`config.mk`:
```
export PLATFORM = sky130hd
export DESIGN_NAME = split_two
export DESIGN_NICKNAME = d
export VERILOG_FILES = /design/src/rtl/split_two.sv
export SDC_FILE = /design/constraint.sdc
export NUM_CORES = 1
export LEC_CHECK = 0
export ABC_AREA = 1
export CORE_AREA = 2 2 102 113
export CTS_CLUSTER_SIZE = 8
export DETAILED_ROUTE_END_ITERATION = 8
export DIE_AREA = 0 0 104 115
export GPL_TIMING_DRIVEN = 0
export PLACE_DENSITY = 0.7
export SLEW_MARGIN = 20
export SYNTH_ARGS = -nofsm -noshare
export SYNTH_HDL_FRONTEND = slang
export SYNTH_SLANG_ARGS = --single-unit
```
`constraint.sdc`:
```
create_clock -name clk -period 6 [get_ports clk]
set_input_delay 0.9 -clock clk [delete_from_list [all_inputs] [get_ports clk]]
set_output_delay 0.9 -clock clk [all_outputs]
set_load 0.02 [all_outputs]
```
`src/rtl/split_two.sv`:
```
// split_two: clocked 1-to-2 four-phase packet demultiplexer.
// Ports: clk, rst (async, active high); in_req/in_ack/in_data input channel;
//   out0_req/out0_ack/out0_data and out1_req/out1_ack/out1_data output
//   channels; busy is high whenever the FSM is not idle.
// Optional: define SPLIT_TWO_BCAST_EN so that a packet whose 2-bit field at
//   BCAST_LSB is 2'b11 is sent to both outputs.
module split_two #(
    parameter int WIDTH     = 35,
    parameter int ROUTE_BIT = 34,
    parameter int FL        = 2,
    parameter int BCAST_LSB = 32
) (
    input  logic             clk,
    input  logic             rst,
    input  logic             in_req,
    output logic             in_ack,
    input  logic [WIDTH-1:0] in_data,
    output logic             out0_req,
    input  logic             out0_ack,
    output logic [WIDTH-1:0] out0_data,
    output logic             out1_req,
    input  logic             out1_ack,
    output logic [WIDTH-1:0] out1_data,
    output logic             busy
);

    localparam int CW = (FL > 0) ? $clog2(FL + 1) : 1;
    localparam logic [CW-1:0] CLOAD = CW'((FL > 0) ? FL - 1 : 0);

    typedef enum logic [2:0] {
        IDLE,
        IN_RTZ,
        DELAY,
        OUT_REQ,
        OUT_RTZ
    } state_t;

    state_t            state, state_n;
    logic [WIDTH-1:0]  pkt, pkt_n;
    logic              sel, sel_n;
    logic [CW-1:0]     cnt, cnt_n;
    logic              in_ack_n;
    logic              out0_req_n, out1_req_n;
    logic [WIDTH-1:0]  out0_data_n, out1_data_n;
    logic              enter_out;
    logic              go0, go1;
    logic              ack0_ok, ack1_ok;
    logic              rtz0_ok, rtz1_ok;

`ifdef SPLIT_TWO_BCAST_EN
    logic bc, bc_n;
    logic done0, done0_n;
    logic done1, done1_n;

    assign go0 = bc | ~sel;
    assign go1 = bc | sel;
    // A channel not taking part in this packet counts as already done.
    assign ack0_ok = ~go0 | done0 | out0_ack;
    assign ack1_ok = ~go1 | done1 | out1_ack;
`else
    assign go0 = ~sel;
    assign go1 = sel;
    assign ack0_ok = go0 & out0_ack;
    assign ack1_ok = go1 & out1_ack;
`endif

    assign rtz0_ok = ~go0 | ~out0_ack;
    assign rtz1_ok = ~go1 | ~out1_ack;

    always_ff @(posedge clk or posedge rst) begin
        if (rst) begin
            state     <= IDLE;
            pkt       <= '0;
            sel       <= 1'b0;
            cnt       <= '0;
            in_ack    <= 1'b0;
            out0_req  <= 1'b0;
            out1_req  <= 1'b0;
            out0_data <= '0;
            out1_data <= '0;
            busy      <= 1'b0;
`ifdef SPLIT_TWO_BCAST_EN
            bc        <= 1'b0;
            done0     <= 1'b0;
            done1     <= 1'b0;
`endif
        end else begin
            state     <= state_n;
            pkt       <= pkt_n;
            sel       <= sel_n;
            cnt       <= cnt_n;
            in_ack    <= in_ack_n;
            out0_req  <= out0_req_n;
            out1_req  <= out1_req_n;
            out0_data <= out0_data_n;
            out1_data <= out1_data_n;
            busy      <= (state_n != IDLE);
`ifdef SPLIT_TWO_BCAST_EN
            bc        <= bc_n;
            done0     <= done0_n;
            done1     <= done1_n;
`endif
        end
    end

    always_comb begin
        state_n     = state;
        pkt_n       = pkt;
        sel_n       = sel;
        cnt_n       = cnt;
        in_ack_n    = in_ack;
        out0_req_n  = out0_req;
        out1_req_n  = out1_req;
        out0_data_n = out0_data;
        out1_data_n = out1_data;
        enter_out   = 1'b0;
`ifdef SPLIT_TWO_BCAST_EN
        bc_n        = bc;
        done0_n     = done0;
        done1_n     = done1;
`endif
        unique case (state)
            IDLE: begin
`ifdef SPLIT_TWO_BCAST_EN
                done0_n = 1'b0;
                done1_n = 1'b0;
`endif
                if (in_req) begin
                    pkt_n    = in_data;
                    sel_n    = in_data[ROUTE_BIT];
                    in_ack_n = 1'b1;
                    state_n  = IN_RTZ;
`ifdef SPLIT_TWO_BCAST_EN
                    bc_n = (in_data[BCAST_LSB+1:BCAST_LSB] == 2'b11);
`endif
                end
            end
            IN_RTZ: begin
                if (!in_req) begin
                    in_ack_n = 1'b0;
                    if (FL == 0) begin
                        enter_out = 1'b1;
                    end else begin
                        cnt_n   = CLOAD;
                        state_n = DELAY;
                    end
                end
            end
            DELAY: begin
                if (cnt == '0) begin
                    enter_out = 1'b1;
                end else begin
                    cnt_n = cnt - 1'b1;
                end
            end
            OUT_REQ: begin
`ifdef SPLIT_TWO_BCAST_EN
                if (go0 && out0_ack) begin
                    out0_req_n = 1'b0;
                    done0_n    = 1'b1;
                end
                if (go1 && out1_ack) begin
                    out1_req_n = 1'b0;
                    done1_n    = 1'b1;
                end
                if (ack0_ok && ack1_ok) begin
                    state_n = OUT_RTZ;
                end
`else
                if (ack0_ok) begin
                    out0_req_n = 1'b0;
                    state_n    = OUT_RTZ;
                end
                if (ack1_ok) begin
                    out1_req_n = 1'b0;
                    state_n    = OUT_RTZ;
                end
`endif
            end
            OUT_RTZ: begin
                if (rtz0_ok && rtz1_ok) begin
                    state_n = IDLE;
                end
            end
            default: begin
                state_n = IDLE;
            end
        endcase

        // Request and data are registered on the same edge the FSM
        // enters OUT_REQ, so the unselected channel is never touched.
        if (enter_out) begin
            state_n = OUT_REQ;
            if (go0) begin
                out0_req_n  = 1'b1;
                out0_data_n = pkt;
            end
            if (go1) begin
                out1_req_n  = 1'b1;
                out1_data_n = pkt;
            end
        end
    end

endmodule

```
==> flow_summary.toml, run 1 <==
[status]
outcome = "finished clean"

[finish]
multi_input_area_mm2 = 0.00141
register_area_mm2 = 0.00285
syn2layout_area_growth_pct = 41.5
final_util_pct = 60.9
final_cell_mix = "114 x dfrtp_1, 113 x clkdlybuf4s50_1, 78 x nand2_1, 68 x o21ai_2, 43 x inv_1"
layout-drive-gt1-share_pct = 23.6
layout_commonest_cell = "dfrtp_1"
nFillCells = 936
diodes = 0
nNetsFinal = 606

[synth]
ys.flop_type = "dfrtp_1"
synth_simple_gate_area_share_pct = 13.1
yosys_warnings = 0
yosysSeqAreaShare_pct = 61.3
synthesis.area_mm2 = 0.00465
ys_ff_latch = 114
async_flop_share_pct = 100
synthAdderAreaFrac_pct = 0.269
synth_top_family_by_area = "compound AO/OA/AOI/OAI gates"
synthMuxAreaShare_pct = 0
synthXorXnorAreaFrac_pct = 0
synth_edf_count = 0
synthCells = 432
synth_cell_types = 19
syn_nets = 473
syn_avg_cell_area_um2 = 10.8
synth_compound_area_share_pct = 17.0

[power]
powerDensity_mw_per_mm2 = 608
peakVddDrop_v = 0.000238
p_sw_share_pct = 37.3
power_leakage_uw = 0.00314
finalPower_uw = 4000
seqPwrFrac_pct = 32.9
p_sw_uw = 1490
clkPwrFrac_pct = 24.7
p_comb_share_pct = 42.4
p_int_uw = 2510

[clock_network]
cts_tree = "done"
cts.sinks = 114
cts_setup_buffers = 0
cts.repair.resized = 0
clk_latency_ns = 0.41
cts-root-buf = "clkbuf_16"
cts_hold_buf = 0
htreeDepth = 4
cts_buffers = 17
cts.clk_slew.worst_paths_ns = 0.05
cts.path.max_buffers = 2

[grt]
grt_usage_pct = 19.4
grt_first_pass_wirelength_um = 17900
grt_overflow = 0
antenna_found_initial = 0
grt_pass1_vias = 3603
grt_max_degree = 66

[worst_setup_path]
crit_fanout = 2
cp.depth = 1
required_ns = 5.10
arrival_ns = 1.42
critical_path_buf_inv_count = 1
critical_path.top_delay_family = "buffers and inverters"
cpMaxStageDelayCell = "clkdlybuf4s50_1"
critPathMaxStageDelay_ns = 0.65
r2r_cells = 8
crit_type = "flip-flop to primary output"
critical_path.startpoint_type = "flip-flop"
path_cells = "clkdlybuf4s50_1"
worstSetupEndpointType = "primary output"

[timing]
setup_violations = 0
hold_viol = 0
fin_crit_sh_pct = 38.7
slew_headroom_pct = 68.6
final_max_slew_viol_count = 0
rsz0062_at_grt = "no"
worst_pin_slew_ns = 0.471
fmax_ghz = 0.431
skew_ns = 0.00697
finalCriticalPeriod_ns = 2.32
setup_tns_ns = 0

[floorplanning]
die_h_um = 115
ios = 114
fp.dieW_um = 104
num_rows = 40
initial_core_util_pct = 43.0
dieArea_mm2 = 0.0120
coreArea_mm2 = 0.0108

[detailed_routing]
first_iter_violations = 126
wl_per_cell_um = 15.0
drtAntennaViolNets = 0
via_per_inst = 4.83
drc_errors = 0
drt_first_pass_iters = 5
vias = 3491
drt_wl_total_um = 10900

[place]
hpwl_um = 7450
gp_congestion = 0.790
numPortBuffers = 113

[job]
maxCapViolations = 0

[hold_path]
min_path_type = "flip-flop to flip-flop"
hold_depth = 2
-- through the flow --
| stage | hold slack [ns] | std cells | setup slack (ns) | cell area, um2 |
|---|---|---|---|---|
| after global routing | 0.488 | 723 | 3.63 | 6580 |
| after global placement | 0.451 | 692 | 0.547 | 5970 |
| after detailed placement | 0.458 | 693 | 3.63 | 6000 |
| after CTS | 0.472 | 723 | 3.65 | 6580 |
| final | 0.475 | 723 | 3.68 | 6580 |
| after floorplan | 0.450 | 432 | 2.08 | 4650 |
-- logic make-up after synthesis --
kind of cell / Yosys count
AND/OR/NAND/NOR: 141
flip-flops: 114
AO/OA/AOI/OAI: 107
buffers and inverters: 69
adder cells (fa/ha/maj): 1
-- metal layers --
metal,GRT usage [%],share of wire (%),vias to the layer above
met5,0,0,-
met4,10.1,3.2,0
met3,4.48,4.5,26
met2,32.7,51,108
met1,23.7,41,1701
li1,-,-,1656
-- worst paths after layout --
check / start / endpoint / slack [ns]
setup / recovery: out1_data[1]$_DFFE_PP0P_ / out1_data[1] / 3.68
hold / removal: out0_data[34]$_DFFE_PP0P_ / out0_data[34]$_DFFE_PP0P_ / 0.47
setup reg to reg: cnt[0]$_DFFE_PP0P_ / out0_data[18]$_DFFE_PP0P_ / 4.52
min in group asynchronous: rst / out1_data[15]$_DFFE_PP0P_ / 0.91
max in group asynchronous: rst / out0_data[23]$_DFFE_PP0P_ / 4.41
hold reg to reg: out0_data[34]$_DFFE_PP0P_ / out0_data[34]$_DFFE_PP0P_ / 0.47
-- cell usage after synthesis, types with 4 or more instances --
cell type / n / area share, %
dfrtp_1: 114 / 61
nand2_1: 78 / 6.3
o21ai_2: 68 / 13
inv_1: 44 / 3.6
nor2_1: 40 / 3.2
a21oi_1: 35 / 3.8
buf_6: 14 / 3.4
nand2_2: 8 / 1.1
nand4_1: 6 / 0.81
nand3_1: 5 / 0.54
buf_4: 4 / 0.65
o21ai_0: 4 / 0.43
-- final cells by class --
type	count	share of cell area, %
Tap cell	147	2.80
Timing Repair Buffer	114	17.6
Clock inverter	11	2.11
Multi-Input combinational cell	249	21.5
Sequential cell	114	43.4
Inverter	48	2.85
Clock buffer	19	6.73
Buffer	21	3.08
-- registers in the layout (all words and copies together) (netlist names) --
| register | flops |
|---|---|
| busy | 1 |
| cnt | 2 |
| in_ack | 1 |
| out0_data | 35 |
| out0_req | 1 |
| out1_data | 35 |
| out1_req | 1 |
| pkt | 35 |
| state | 3 |
-- power by group through the flow --
stage               sequential (uW)  clock [uW]  combinational, uW
floorplan                      1570           0                759
global placement               1310           0               1660
detailed placement             1320           0               1710
CTS                            1320        1010               1720
global route                   1350        1050               1850
finish                         1320         988               1700
No activity file was read; power rests on OpenSTA's default activity.
==> inputs of run 2 (changes only) <==
Settings changed: PLACE_DENSITY 0.7 to 0.73.
Clock period 6 ns to 2 ns, I/O delays scaled along.
==> run 2 against run 1 <==
  * First-iteration DRC count increased by 16%
  * Clock power increased to 2.9 times the previous value
  * Sequential power increased to 3.0 times the previous value
  * Combinational power increased to 3.0 times the previous value
  * Flip-flop and latch count unchanged
  * Largest power group unchanged
==> flow_summary.toml, run 2 (synthesis gave the netlist of run 1 again) <==
[detailed_routing]
drt_first_pass_iters = 6
drt_wl_total_um = 10700
drtAntennaViolNets = 0
wl_per_cell_um = 14.7
vias = 3498
via_per_inst = 4.82
first_iter_violations = 146
drc_errors = 0

[grt]
grt_usage_pct = 19.3
antenna_found_initial = 0
grt_overflow = 0
grt_max_degree = 34
grt_first_pass_wirelength_um = 17800
grt_pass1_vias = 3569

[floorplanning]
coreArea_mm2 = 0.0108
initial_core_util_pct = 43.0
fp.dieW_um = 104
die_h_um = 115
num_rows = 40
dieArea_mm2 = 0.0120
ios = 114

[timing]
fin_crit_sh_pct = 86.0
fmax_ghz = 0.582
worst_pin_slew_ns = 0.567
skew_ns = 0.00993
hold_viol = 0
hold_slack_ns = 0.301
rsz0062_at_grt = "no"
setup_violations = 0
final_max_slew_viol_count = 0
slew_headroom_pct = 62.1
finalCriticalPeriod_ns = 1.72

[worst_setup_path]
crit_fanout = 2
cpMaxStageDelayCell = "clkdlybuf4s50_1"
critical_path.startpoint_type = "flip-flop"
critical_path.top_delay_family = "buffers and inverters"
arrival_ns = 1.42
worstSetupEndpointType = "primary output"
r2r_slack_ns = 0.52
crit_type = "flip-flop to primary output"
path_cells = "clkdlybuf4s50_1"
critPathMaxStageDelay_ns = 0.66
cp.depth = 1
r2r_cells = 8
required_ns = 1.70
critical_path_buf_inv_count = 1

[finish]
syn2layout_area_growth_pct = 41.7
final_util_pct = 60.9
final_cell_mix = "114 x dfrtp_1, 113 x clkdlybuf4s50_1, 78 x nand2_1, 68 x o21ai_2, 43 x inv_1"
fin_cells = 726
multi_input_area_mm2 = 0.00141
layout-drive-gt1-share_pct = 23.5
layout_commonest_cell = "dfrtp_1"
nNetsFinal = 608
register_area_mm2 = 0.00285
nFillCells = 918
reg_top3 = "out0_data x35, out1_data x35, pkt x35"
diodes = 0
final_area_mm2 = 0.00659

[clock_network]
cts_tree = "done"
cts.sinks = 114
htreeDepth = 4
cts_setup_buffers = 0
cts-root-buf = "clkbuf_16"
cts_buffers = 17
clk_latency_ns = 0.41
cts_hold_buf = 0
cts.clk_slew.worst_paths_ns = 0.05
cts.path.max_buffers = 2
cts.repair.resized = 0

[job]
maxCapViolations = 0

[place]
hpwl_um = 7530
numPortBuffers = 113
gp_congestion = 0.774
dp.cells = 695
dpl_cell_area_mm2 = 0.00603

[hold_path]
min_path_type = "input port to asynchronous set/reset pin"

[power]
peakVddDrop_v = 0.000822
powerDensity_mw_per_mm2 = 1800
finalPower_uw = 11800
power_leakage_uw = 0.00315

[status]
outcome = "finished clean"
## run 2: cell count changes in the layout (fill, tap and decap cells not counted)
| cell | previous run | this run |
|---|---|---|
| bufinv_16 | 3 | 1 |
| clkbuf_8 | 1 | 5 |
| inv_6 | 1 | 0 |
| clkinv_2 | 5 | 4 |
| buf_16 | 1 | 0 |
| buf_12 | 0 | 3 |
| clkinv_4 | 1 | 0 |
| clkbuf_1 | 1 | 4 |
| clkinvlp_4 | 2 | 1 |
## run 2: per-stage QoR
| stage | setup slack, ns | TNS [ns] |
|---|---|---|
| floorplan | 0.315 | 0 |
| global placement | -0.701 | -79.10 |
| detailed placement | 0.205 | 0 |
| CTS | 0.257 | 0 |
| global route | 0.217 | 0 |
| finish | 0.280 | 0 |
## run 2: layout make-up
| class | count | area share [%] |
|---|---|---|
| sequential | 114 | 43.3 |
| tap | 147 | 2.79 |
| buffer | 21 | 3.08 |
| timing repair buffer | 116 | 18.1 |
| inverter | 48 | 2.83 |
| multi-input combinational | 249 | 21.4 |
| clock buffer | 26 | 7.73 |
| clock inverter | 5 | 0.760 |
## run 2: where the power goes
group          switching [uW]  internal, uW  leakage, uW
combinational            2870          2190      0.00151
clock                     980          1850     0.000280
sequential                548          3380      0.00136
## run 2: per-layer routing
| layer | track usage (%) | vias up | part of all wire (%) | routed length, um |
|---|---|---|---|---|
| met5 | 0 | - | 0 | 0 |
| met4 | 5.77 | 0 | 0.87 | 93 |
| met3 | 7.03 | 10 | 5.0 | 540 |
| met2 | 33.4 | 84 | 52 | 5540 |
| met1 | 22.7 | 1739 | 42 | 4530 |
| li1 | - | 1665 | - | - |
## run 2: path summary, 6_finish.rpt
| path | startpoint | end |
|---|---|---|
| worst max-delay path | out1_data[1]$_DFFE_PP0P_ | out1_data[1] |
| worst min-delay path | rst | out1_data[20]$_DFFE_PP0P_ |
| worst max register to register | cnt[0]$_DFFE_PP0P_ | out0_data[15]$_DFFE_PP0P_ |
| worst min register to register | out0_data[34]$_DFFE_PP0P_ | out0_data[34]$_DFFE_PP0P_ |
| max in group asynchronous | rst | cnt[1]$_DFFE_PP0P_ |
| min in group clk | in_data[5] | pkt[5]$_DFFE_PP0P_ |
